<file path="src/rtl/custom_instruction_initiator.sv">
// APB3 bridge that issues one custom-instruction command and captures the result.
// Ports: clk/reset, APB3 slave (PADDR..PSLVERR), cmd/rsp stream master, irq.
// Optional: define CI_TIMEOUT_EN for the TIMEOUT register and abort counter.
module custom_instruction_initiator #(
    parameter int ADDR_W      = 8,
    parameter int LAT_W       = 16,
    parameter int TIMEOUT_RST = 1024
) (
    input  logic              clk,
    input  logic              reset,
    input  logic [ADDR_W-1:0] PADDR,
    input  logic              PSEL,
    input  logic              PENABLE,
    input  logic              PWRITE,
    input  logic [31:0]       PWDATA,
    output logic [31:0]       PRDATA,
    output logic              PREADY,
    output logic              PSLVERR,
    output logic              cmd_valid,
    input  logic              cmd_ready,
    output logic [9:0]        cmd_function_id,
    output logic [31:0]       cmd_inputs_0,
    output logic [31:0]       cmd_inputs_1,
    input  logic              rsp_valid,
    output logic              rsp_ready,
    input  logic [31:0]       rsp_outputs_0,
    output logic              irq
);

    localparam logic [5:0] IDX_CTRL   = 6'h00;
    localparam logic [5:0] IDX_STATUS = 6'h01;
    localparam logic [5:0] IDX_FUNC   = 6'h02;
    localparam logic [5:0] IDX_IN0    = 6'h03;
    localparam logic [5:0] IDX_IN1    = 6'h04;
    localparam logic [5:0] IDX_OUT    = 6'h05;
    localparam logic [5:0] IDX_TMO    = 6'h06;
    localparam logic [5:0] IDX_LAT    = 6'h07;
    localparam logic [5:0] IDX_IRQEN  = 6'h08;

    localparam logic [31:0] LP_TMO_RST = 32'(TIMEOUT_RST);

    typedef enum logic [1:0] {
        S_IDLE,
        S_CMD,
        S_RSP
    } state_t;

    state_t           r_state;
    state_t           w_state_nxt;
    logic [9:0]       r_func;
    logic [31:0]      r_in0;
    logic [31:0]      r_in1;
    logic [31:0]      r_out;
    logic [LAT_W-1:0] r_lat;
    logic             r_irq_en;
    logic             r_done;
    logic             r_tmo;

    logic [5:0]  w_idx;
    logic        w_busy;
    logic        w_wr;
    logic        w_err_sel;
    logic        w_slverr;
    logic        w_wr_ok;
    logic        w_start;
    logic        w_clear;
    logic        w_cmd_fire;
    logic        w_rsp_fire;
    logic        w_expire;
    logic [31:0] w_tmo_rd;
    logic        w_unused;

    assign w_idx      = PADDR[7:2];
    assign w_busy     = (r_state != S_IDLE);
    assign w_wr       = PSEL & PENABLE & PWRITE;
    assign w_cmd_fire = (r_state == S_CMD) & cmd_ready;
    assign w_rsp_fire = (r_state == S_RSP) & rsp_valid;

    // Writes that would disturb an in-flight command are flagged while busy.
    always_comb begin
        w_err_sel = 1'b0;
        case (w_idx)
            IDX_CTRL: w_err_sel = PWDATA[0];
            IDX_FUNC, IDX_IN0, IDX_IN1: w_err_sel = 1'b1;
`ifdef CI_TIMEOUT_EN
            IDX_TMO: w_err_sel = 1'b1;
`endif
            default: w_err_sel = 1'b0;
        endcase
    end

    assign w_slverr = w_wr & w_busy & w_err_sel;
    assign w_wr_ok  = w_wr & ~w_slverr;
    // A start can only survive the error filter while idle.
    assign w_start  = w_wr_ok & (w_idx == IDX_CTRL) & PWDATA[0];
    assign w_clear  = w_wr_ok & (w_idx == IDX_CTRL) & PWDATA[1];

`ifdef CI_TIMEOUT_EN
    logic [31:0] r_timeout;
    logic [31:0] r_tmo_cnt;

    // Loaded value 0 never reaches 1, so TIMEOUT=0 disables the abort.
    assign w_expire = w_busy & (r_tmo_cnt == 32'd1);
    assign w_tmo_rd = r_timeout;
    assign w_unused = ^PADDR[1:0];

    always_ff @(posedge clk) begin
        if (reset) begin
            r_timeout <= LP_TMO_RST;
            r_tmo_cnt <= '0;
        end else begin
            if (w_wr_ok && w_idx == IDX_TMO) begin
                r_timeout <= PWDATA;
            end
            if (w_start) begin
                r_tmo_cnt <= r_timeout;
            end else if (w_busy && r_tmo_cnt != '0) begin
                r_tmo_cnt <= r_tmo_cnt - 32'd1;
            end
        end
    end
`else
    assign w_expire = 1'b0;
    assign w_tmo_rd = '0;
    assign w_unused = ^{PADDR[1:0], LP_TMO_RST};
`endif

    always_ff @(posedge clk) begin
        if (reset) begin
            r_state <= S_IDLE;
        end else begin
            r_state <= w_state_nxt;
        end
    end

    // A response in the expiry cycle still completes normally.
    always_comb begin
        w_state_nxt = r_state;
        cmd_valid   = 1'b0;
        rsp_ready   = 1'b0;
        unique case (r_state)
            S_IDLE: begin
                if (w_start) begin
                    w_state_nxt = S_CMD;
                end
            end
            S_CMD: begin
                cmd_valid = 1'b1;
                if (w_expire) begin
                    w_state_nxt = S_IDLE;
                end else if (w_cmd_fire) begin
                    w_state_nxt = S_RSP;
                end
            end
            S_RSP: begin
                rsp_ready = 1'b1;
                if (w_rsp_fire || w_expire) begin
                    w_state_nxt = S_IDLE;
                end
            end
            default: w_state_nxt = S_IDLE;
        endcase
    end

    always_ff @(posedge clk) begin
        if (reset) begin
            r_func   <= '0;
            r_in0    <= '0;
            r_in1    <= '0;
            r_out    <= '0;
            r_lat    <= '0;
            r_irq_en <= 1'b0;
            r_done   <= 1'b0;
            r_tmo    <= 1'b0;
        end else begin
            if (w_wr_ok) begin
                case (w_idx)
                    IDX_FUNC:  r_func   <= PWDATA[9:0];
                    IDX_IN0:   r_in0    <= PWDATA;
                    IDX_IN1:   r_in1    <= PWDATA;
                    IDX_IRQEN: r_irq_en <= PWDATA[0];
                    default:   ;
                endcase
            end
            // Clear first, then start; start also clears the flags.
            if (w_clear || w_start) begin
                r_done <= 1'b0;
                r_tmo  <= 1'b0;
            end
            if (w_rsp_fire) begin
                r_out  <= rsp_outputs_0;
                r_done <= 1'b1;
            end else if (w_expire) begin
                r_tmo  <= 1'b1;
            end
            // LATENCY counts busy cycles, frozen in the final one.
            if (w_start) begin
                r_lat <= LAT_W'(1);
            end else if (w_busy && !w_rsp_fire && !w_expire
                         && r_lat != '1) begin
                r_lat <= r_lat + LAT_W'(1);
            end
        end
    end

    always_comb begin
        PRDATA = '0;
        case (w_idx)
            IDX_STATUS: PRDATA = {29'd0, r_tmo, r_done, w_busy};
            IDX_FUNC:   PRDATA = {22'd0, r_func};
            IDX_IN0:    PRDATA = r_in0;
            IDX_IN1:    PRDATA = r_in1;
            IDX_OUT:    PRDATA = r_out;
            IDX_TMO:    PRDATA = w_tmo_rd;
            IDX_LAT:    PRDATA = 32'(r_lat);
            IDX_IRQEN:  PRDATA = {31'd0, r_irq_en};
            default:    PRDATA = '0;
        endcase
    end

    assign PREADY          = 1'b1;
    assign PSLVERR         = w_slverr;
    assign cmd_function_id = r_func;
    assign cmd_inputs_0    = r_in0;
    assign cmd_inputs_1    = r_in1;
    assign irq             = r_irq_en & (r_done | r_tmo);

endmodule
</file>
<file path="config.mk">
export PLATFORM = sky130hd
export DESIGN_NAME = custom_instruction_initiator
export DESIGN_NICKNAME = d
export VERILOG_FILES = /design/src/rtl/custom_instruction_initiator.sv
export SDC_FILE = /design/constraint.sdc
export NUM_CORES = 1
export LEC_CHECK = 0
export BUFFER_PORTS_ARGS = -buffer_cell sky130_fd_sc_hd__buf_2
export CORE_ASPECT_RATIO = 1.4
export CORE_MARGIN = 2
export CORE_UTILIZATION = 51
export DETAILED_ROUTE_END_ITERATION = 16
export PLACE_DENSITY = 0.8
export SETUP_SLACK_MARGIN = 0.05
export SLEW_MARGIN = 10
export SYNTH_ARGS = -nofsm -noshare
export SYNTH_HDL_FRONTEND = slang
export SYNTH_SLANG_ARGS = --single-unit
</file>
<file path="constraint.sdc">
create_clock -name clk -period 2.4 [get_ports clk]
set_clock_uncertainty 0.05 [all_clocks]
set_input_delay 0.36 -clock clk [delete_from_list [all_inputs] [get_ports clk]]
set_output_delay 0.36 -clock clk [all_outputs]
set_load 0.02 [all_outputs]
</file>
==> run metrics, run 1 <==
CP startpoint=PADDR[6]; initial antenna violation count=0; Area after DPL=0.00733 mm²; busiest layer in global routing=met2; r2r endpoint=cmd_inputs_1[4]$_SDFFE_PP0P_; Clk pin slew, worst setup/hold paths=~0.060 ns; Yosys reg bits=126; ys async rst share=0%; reg-to-reg slack, setup=0.41 ns; Hold Buf Count CTS=0; filler cell count=973; crit path max fanout=8; leading area contributor after synthesis=dfxtp_1; Synth area leaders=dfxtp_1 41%, nand2_1 8.8%, a21oi_1 6.9%, mux2i_1 6.5%, nand4_1 5.3%; minimum clock period=2.31 ns; setup slack at placement=-0.110 ns; arrival time worst endpoint=1.90 ns; Gate Count Post-Synth=729; Fmax=0.433 GHz; Worst EP required=1.99 ns; Antenna Nets Post-Route=0; total power=4.84 mW; share of the synthesized area in the top cell type=41.2%; final core occ=68.2%; Final nets=987; Synth Warn #=0; share of cells above drive strength 1=roughly a third; Via-to-Cell Ratio=around 6.1; core box area=0.0118 mm²; # diodes=0; Synth-to-Final Area Change=30.9%; crit-path max cell delay=between 0.4 and 0.5 ns; crit path cell chain=buf_2 > buf_4 > or4_4 > buf_8 > nor3_4 > buf_12 > a22oi_1 > nand2_1 > buf_6; crit start category=input pin; GRT Util Overall=28.3%; Total Wirelength=19.0 mm; RSZ-0062 raised after global routing=yes; Clock H-tree levels=4; die footprint=about 0.013 mm²; VDD IR-drop max=0.000389 V; DP Cell Count=1034; clock buffer depth=2; LEAKAGE=3.44 nW; HP Class=input pin to flop; syn avg cell area=8.40 µm²; CTS tree=built; Max Cap Viol=0; Final Hold Fails=0; DRT iter0 DRCs=616; first-pass GRT wire length=30.0 mm; CTS root buffer=clkbuf_16; drt pass-1 iters=7; status=completed; WHS=0.138 ns; via count=6458; ys flop type=dfxtp_1; routability cong.=0.903; hold path cells=3; M3 GR Usage=6.24%; die height=134 µm; Avg WL per Cell=17.8 µm; Die W=96.6 µm; final std cells w/o fill=roughly 1100; sequential area share after synthesis=around two fifths; Final Max Tran Viols=0; fin area=0.00802 mm²; Post-synth EDFFs=0; CP Class=input pin to output port; vias in the first global route=6044; Power Density=604 mW/mm²; Tightest Pin Transition=1.12 ns; Starting Density=52.1%; row cnt=47; Register-to-Register Path Depth=3; M1 GR Usage=31.4%; total CTS buffers=17; final worst setup slack=between 0.09 and 0.1 ns; port bufs=about 190; setup tns final=0 ns; Worst setup EP type=output port; synthesized area=0.00613 mm²; r2r startpoint=r_state[1]$_SDFFE_PP0P_; grt total ovfl=0; Synth Net Count=809; Synth cell types=53; drc violations=0; clk_lat worst skew=0.41 ns; critical path's slowest cell=or4_4; Critical Path End=PRDATA[3]; Setup Viol. Count Final=0; Top-Level Pins=190; period utilization=96.2%; Sink Count=126; Detail Placement HPWL=13.1 mm; routing usage on met2=between 50 and 60%; largest net degree at the start of global routing=46; Slew headroom=25.2%
## cell families after synthesis
kind of cell | after synthesis | synth area share [%]
flip-flops | 126 | 41.2
AND/OR/NAND/NOR | 267 | 21.2
adder cells (fa/ha/maj) | 1 | 0.204
AO/OA/AOI/OAI | 199 | 24.0
multiplexers | 40 | 6.54
buffers and inverters | 95 | 6.76
other | 1 | 0.0612
## cell usage in the layout, fill, tap and decap left out, drive strengths merged, types with 6 or more instances in the layout
cell type / instances
a211oi: 6
a21oi: 84
a222oi: 31
a22oi: 10
buf: 230
clkbuf: 21
clkinv: 6
dfxtp: 126
inv: 24
mux2i: 40
nand2: 144
nand2b: 8
nand3: 11
nand4: 52
nor2: 12
nor3: 11
o31ai: 46
## worst max-delay path, delay by kind of cell
kind | cells | cell delay [ns]
buffers and inverters | 5 | 0.68
AND/OR/NAND/NOR | 3 | 0.77
AO/OA/AOI/OAI | 1 | 0.08
## final cells by class
type / count / area, µm² / area share (%)
inverters: 24 / 90.1 / 1.12
clock inverters: 11 / 143 / 1.78
clock buffers: 21 / 440 / 5.49
repair buffers: 230 / 1380 / 17.2
well taps: 147 / 184 / 2.29
flip-flops and latches: 126 / 2520 / 31.5
multi-input cells: 508 / 3260 / 40.7
## cells in the mapped netlist, types with 3 or more instances
master / n
mux2i_1: 40
o31ai_1: 26
inv_1: 24
nor3_1: 8
buf_2: 10
nor4_1: 4
nor2_1: 12
buf_1: 4
or3_1: 3
nor3b_1: 4
o21ai_0: 4
a22oi_1: 10
o31ai_2: 20
nand2b_1: 8
nand2_1: 144
or4_1: 3
a21oi_1: 84
nor2b_1: 4
a222oi_1: 31
buf_4: 8
nand3_1: 11
nand4_1: 52
a211oi_1: 6
clkbuf_1: 47
dfxtp_1: 126
## registers in the layout, summed over array words and instances, names as in the netlist
| register | count |
|---|---|
| cmd_function_id | 10 |
| cmd_inputs_0 | 32 |
| cmd_inputs_1 | 32 |
| r_done | 1 |
| r_irq_en | 1 |
| r_lat | 16 |
| r_out | 32 |
| r_state | 2 |
## timing repair
| action | in CTS | in global routing |
|---|---|---|
| pin swaps | 0 | 3 |
| endpoints found under the setup margin | 33 | 31 |
| setup buffers | 0 | 1 |
| resized for setup | 7 | 20 |
## layer usage
metal  share of wire [%]  vias to the layer above  wire, µm
met5                   0                        -         0
met4                 2.9                        0       552
met3                 7.2                       49      1370
met2                  52                      315      9980
met1                  37                     3026      7110
li1                    -                     3068         -
## worst min-delay path by stage
stage | from | to
global route | rsp_outputs_0[28] | r_out[28]$_SDFFE_PP0P_
finish | rsp_outputs_0[26] | r_out[26]$_SDFFE_PP0P_
floorplan | r_out[10]$_SDFFE_PP0P_ | r_out[10]$_SDFFE_PP0P_
CTS | rsp_outputs_0[28] | r_out[28]$_SDFFE_PP0P_
detailed placement | r_out[15]$_SDFFE_PP0P_ | r_out[15]$_SDFFE_PP0P_
global placement | r_out[4]$_SDFFE_PP0P_ | r_out[4]$_SDFFE_PP0P_
## power by group
group / leakage [nW] / switching [mW] / internal (mW)
clock network: 0.281 / 0.916 / 1.63
logic: 2.15 / 0.122 / 0.0811
registers: 1.02 / 0.00150 / 2.09
(Power assumes the default switching activity.)
==> run 2: changes to the inputs <==
--- a/config.mk
+++ b/config.mk
@@ -11,6 +11,7 @@
 export CORE_UTILIZATION = 51
 export DETAILED_ROUTE_END_ITERATION = 16
 export PLACE_DENSITY = 0.8
+export REMOVE_ABC_BUFFERS = 1
 export SETUP_SLACK_MARGIN = 0.05
 export SLEW_MARGIN = 10
 export SYNTH_ARGS = -nofsm -noshare
==> run 2 against run 1 <==
Net effect: total power increased by 4.9%; clock power increased by 9.4%; final cell count increased by 0.94%; combinational power increased by 3%; register-to-register slack got worse by 0.14 ns; core utilization increased by 1.1 points; sequential share of layout area decreased by 0.52 points; fmax about the same; count of clock-buffer cells in the layout decreased by 2; critical path depth decreased by 1; non-clock buffer count increased by 9; sequential power about the same; critical endpoint is now PRDATA[16].
==> run metrics, run 2 (same netlist as run 1, synthesis figures left out) <==
Slew headroom=approximately 21%; GRT Util Overall=30.5%; commonest non-fill, non-tap cell in the layout=buf_2; total power=5.08 mW; Fmax=about 0.43 GHz; Crit path max-delay family=simple AND/OR/NAND/NOR gates; Worst setup EP type=output port; die height=134 µm; arrival time worst endpoint=1.90 ns; setup slack at placement=-0.0601 ns; worst path bufs/invs=5; Worst EP required=around 2 ns; Antenna Nets Post-Route=0; grt total ovfl=0; period utilization=96.2%; vias in the first global route=between 6000 and 7000; total CTS buffers=17; crit path cell chain=buf_6 > buf_6 > or4_4 > nor2_2 > buf_12 > a222oi_1 > inv_1 > buf_2; CP startpoint=PADDR[5]; reg-to-reg slack, setup=0.27 ns; CTS root buffer=clkbuf_16; cell mode on critical path=buf_6; crit-path max cell delay=0.56 ns; Tightest Pin Transition=1.17 ns; status=completed; Hold Buf Count CTS=0; VDD IR-drop max=about 0.0005 V; clk_lat worst skew=0.42 ns; CTS tree=built; LEAKAGE=between 3 and 4 nW; Die W=~97 µm; hold path cells=3; crit path max fanout=24; Synth-to-Final Area Change=33.0%; drt pass-1 iters=7; crit start category=input pin; drc violations=0; largest net degree at the start of global routing=66; Avg WL per Cell=18.8 µm; CP Class=input pin to output port; die footprint=0.0129 mm²; Gate power share=roughly 4%; Setup Viol. Count Final=0; Starting Density=around 52%; HP Class=input pin to flop; Final nets=996; Final Hold Fails=0; Psw=1.11 mW; clock buffer depth=2; final worst setup slack=approximately 0.09 ns; HP Start=rsp_outputs_0[31]; share of cells above drive strength 1=32.9%; Via-to-Cell Ratio=6.25; Final Max Tran Viols=0; final core occ=69.3%; Total Wirelength=20.2 mm; r2r startpoint=r_state[1]$_SDFFE_PP0P_; clock share of power=54.6%; commonest non-fill, non-tap cells in the layout=176 x buf_2, 144 x nand2_1, 125 x dfxtp_1; Clock H-tree levels=4; Max Cap Viol=0; critical path's slowest cell=or4_4; Sink Count=126; Power Density=624 mW/mm²; hold endpoint=r_out[31]$_SDFFE_PP0P_; Clk pin slew, worst setup/hold paths=0.06 ns; row cnt=47; Pint=about 4.0 mW; Register-to-Register Path Depth=5; RSZ-0062 raised after global routing=no; Detail Placement HPWL=about 14 mm; core box area=~0.012 mm²; routability cong.=0.898; via count=about 6700; r2r endpoint=cmd_inputs_1[2]$_SDFFE_PP0P_; port bufs=186; sequential share of power=41.2%; minimum clock period=2.31 ns; Top-Level Pins=190; initial antenna violation count=1; Net Sw Frac=a little over a fifth; DRT iter0 DRCs=620; first-pass GRT wire length=32.0 mm
==> run 2: cell types whose count changed in the layout (fill, tap and decap cells not counted), moves of 2 or more <==
cell      previous run  this run
buf_4               38        45
buf_6                7        14
clkbuf_1             4         0
buf_2              179       176
clkbuf_8             0         2
clkinv_4             2         4
==> run 2: area by class of cell <==
type / instances / area [µm²]
repair buffers: 239 / 1460
well taps: 147 / 184
diodes: 1 / 2.50
flip-flops and latches: 126 / 2520
multi-input cells: 508 / 3250
clock buffers: 19 / 453
inverters: 24 / 90.1
fillers: 961 / 3610
clock inverters: 13 / 186
==> run 2: worst max path at each step <==
stage / to / slack, ns / cells past startpoint
finish: PRDATA[16] / 0.09 / 8
global route: PSLVERR / 0.04 / 5
CTS: PRDATA[7] / 0.06 / 9
detailed placement: PRDATA[1] / -0.06 / 7
global placement: cmd_inputs_1[1]$_SDFFE_PP0P_ / -0.05 / 8
floorplan: cmd_inputs_1[0]$_SDFFE_PP0P_ / -3.85 / 4
==> run 2: worst reg2reg max path: stages, from the launching register on <==
cell     delay, ns
dfxtp_2       0.37
nor2_1        0.21
nor3b_2       0.07
buf_4         0.17
nor3_2        0.92
mux2i_1       0.29
==> run 2: timing repair <==
action | in CTS | in global routing
pin swaps | 3 | 3
gates resized for setup | 24 | 5
cloned | 1 | 0
setup buffers | 2 | 0
endpoints found under the setup margin | 32 | 25
==> run 2: per-layer routing <==
| metal | routed length (µm) | global-route usage [%] | vias to the layer above |
|---|---|---|---|
| met3 | 1920 | 6.93 | 66 |
| li1 | - | - | 3097 |
| met5 | 0 | 0 | - |
| met4 | 746 | 16.0 | 0 |
| met1 | 7520 | 35.3 | 3160 |
| met2 | 10000 | 52.3 | 413 |
==> run 2: power by group through the flow <==
stage / combinational (mW) / sequential [mW] / clock (mW)
floorplan: 0.0483 / 2.14 / 0
global placement: 0.197 / 2.14 / 0
detailed placement: 0.197 / 2.14 / 0
finish: 0.210 / 2.10 / 2.78
CTS: 0.204 / 2.10 / 2.79
global route: 0.225 / 2.09 / 2.89
==> run 2: stage by stage <==
stage          std cells  area [µm²]  TNS [ns]  hold slack, ns
2_1_floorplan        658        5800   -204.50           0.379
3_3_place_gp        1041        7390    -0.784           0.392
3_5_place_dp        1041        7390    -0.734           0.399
4_1_cts             1076        8130         0           0.110
5_1_grt             1077        8150         0           0.127
6_report            1077        8150         0           0.120
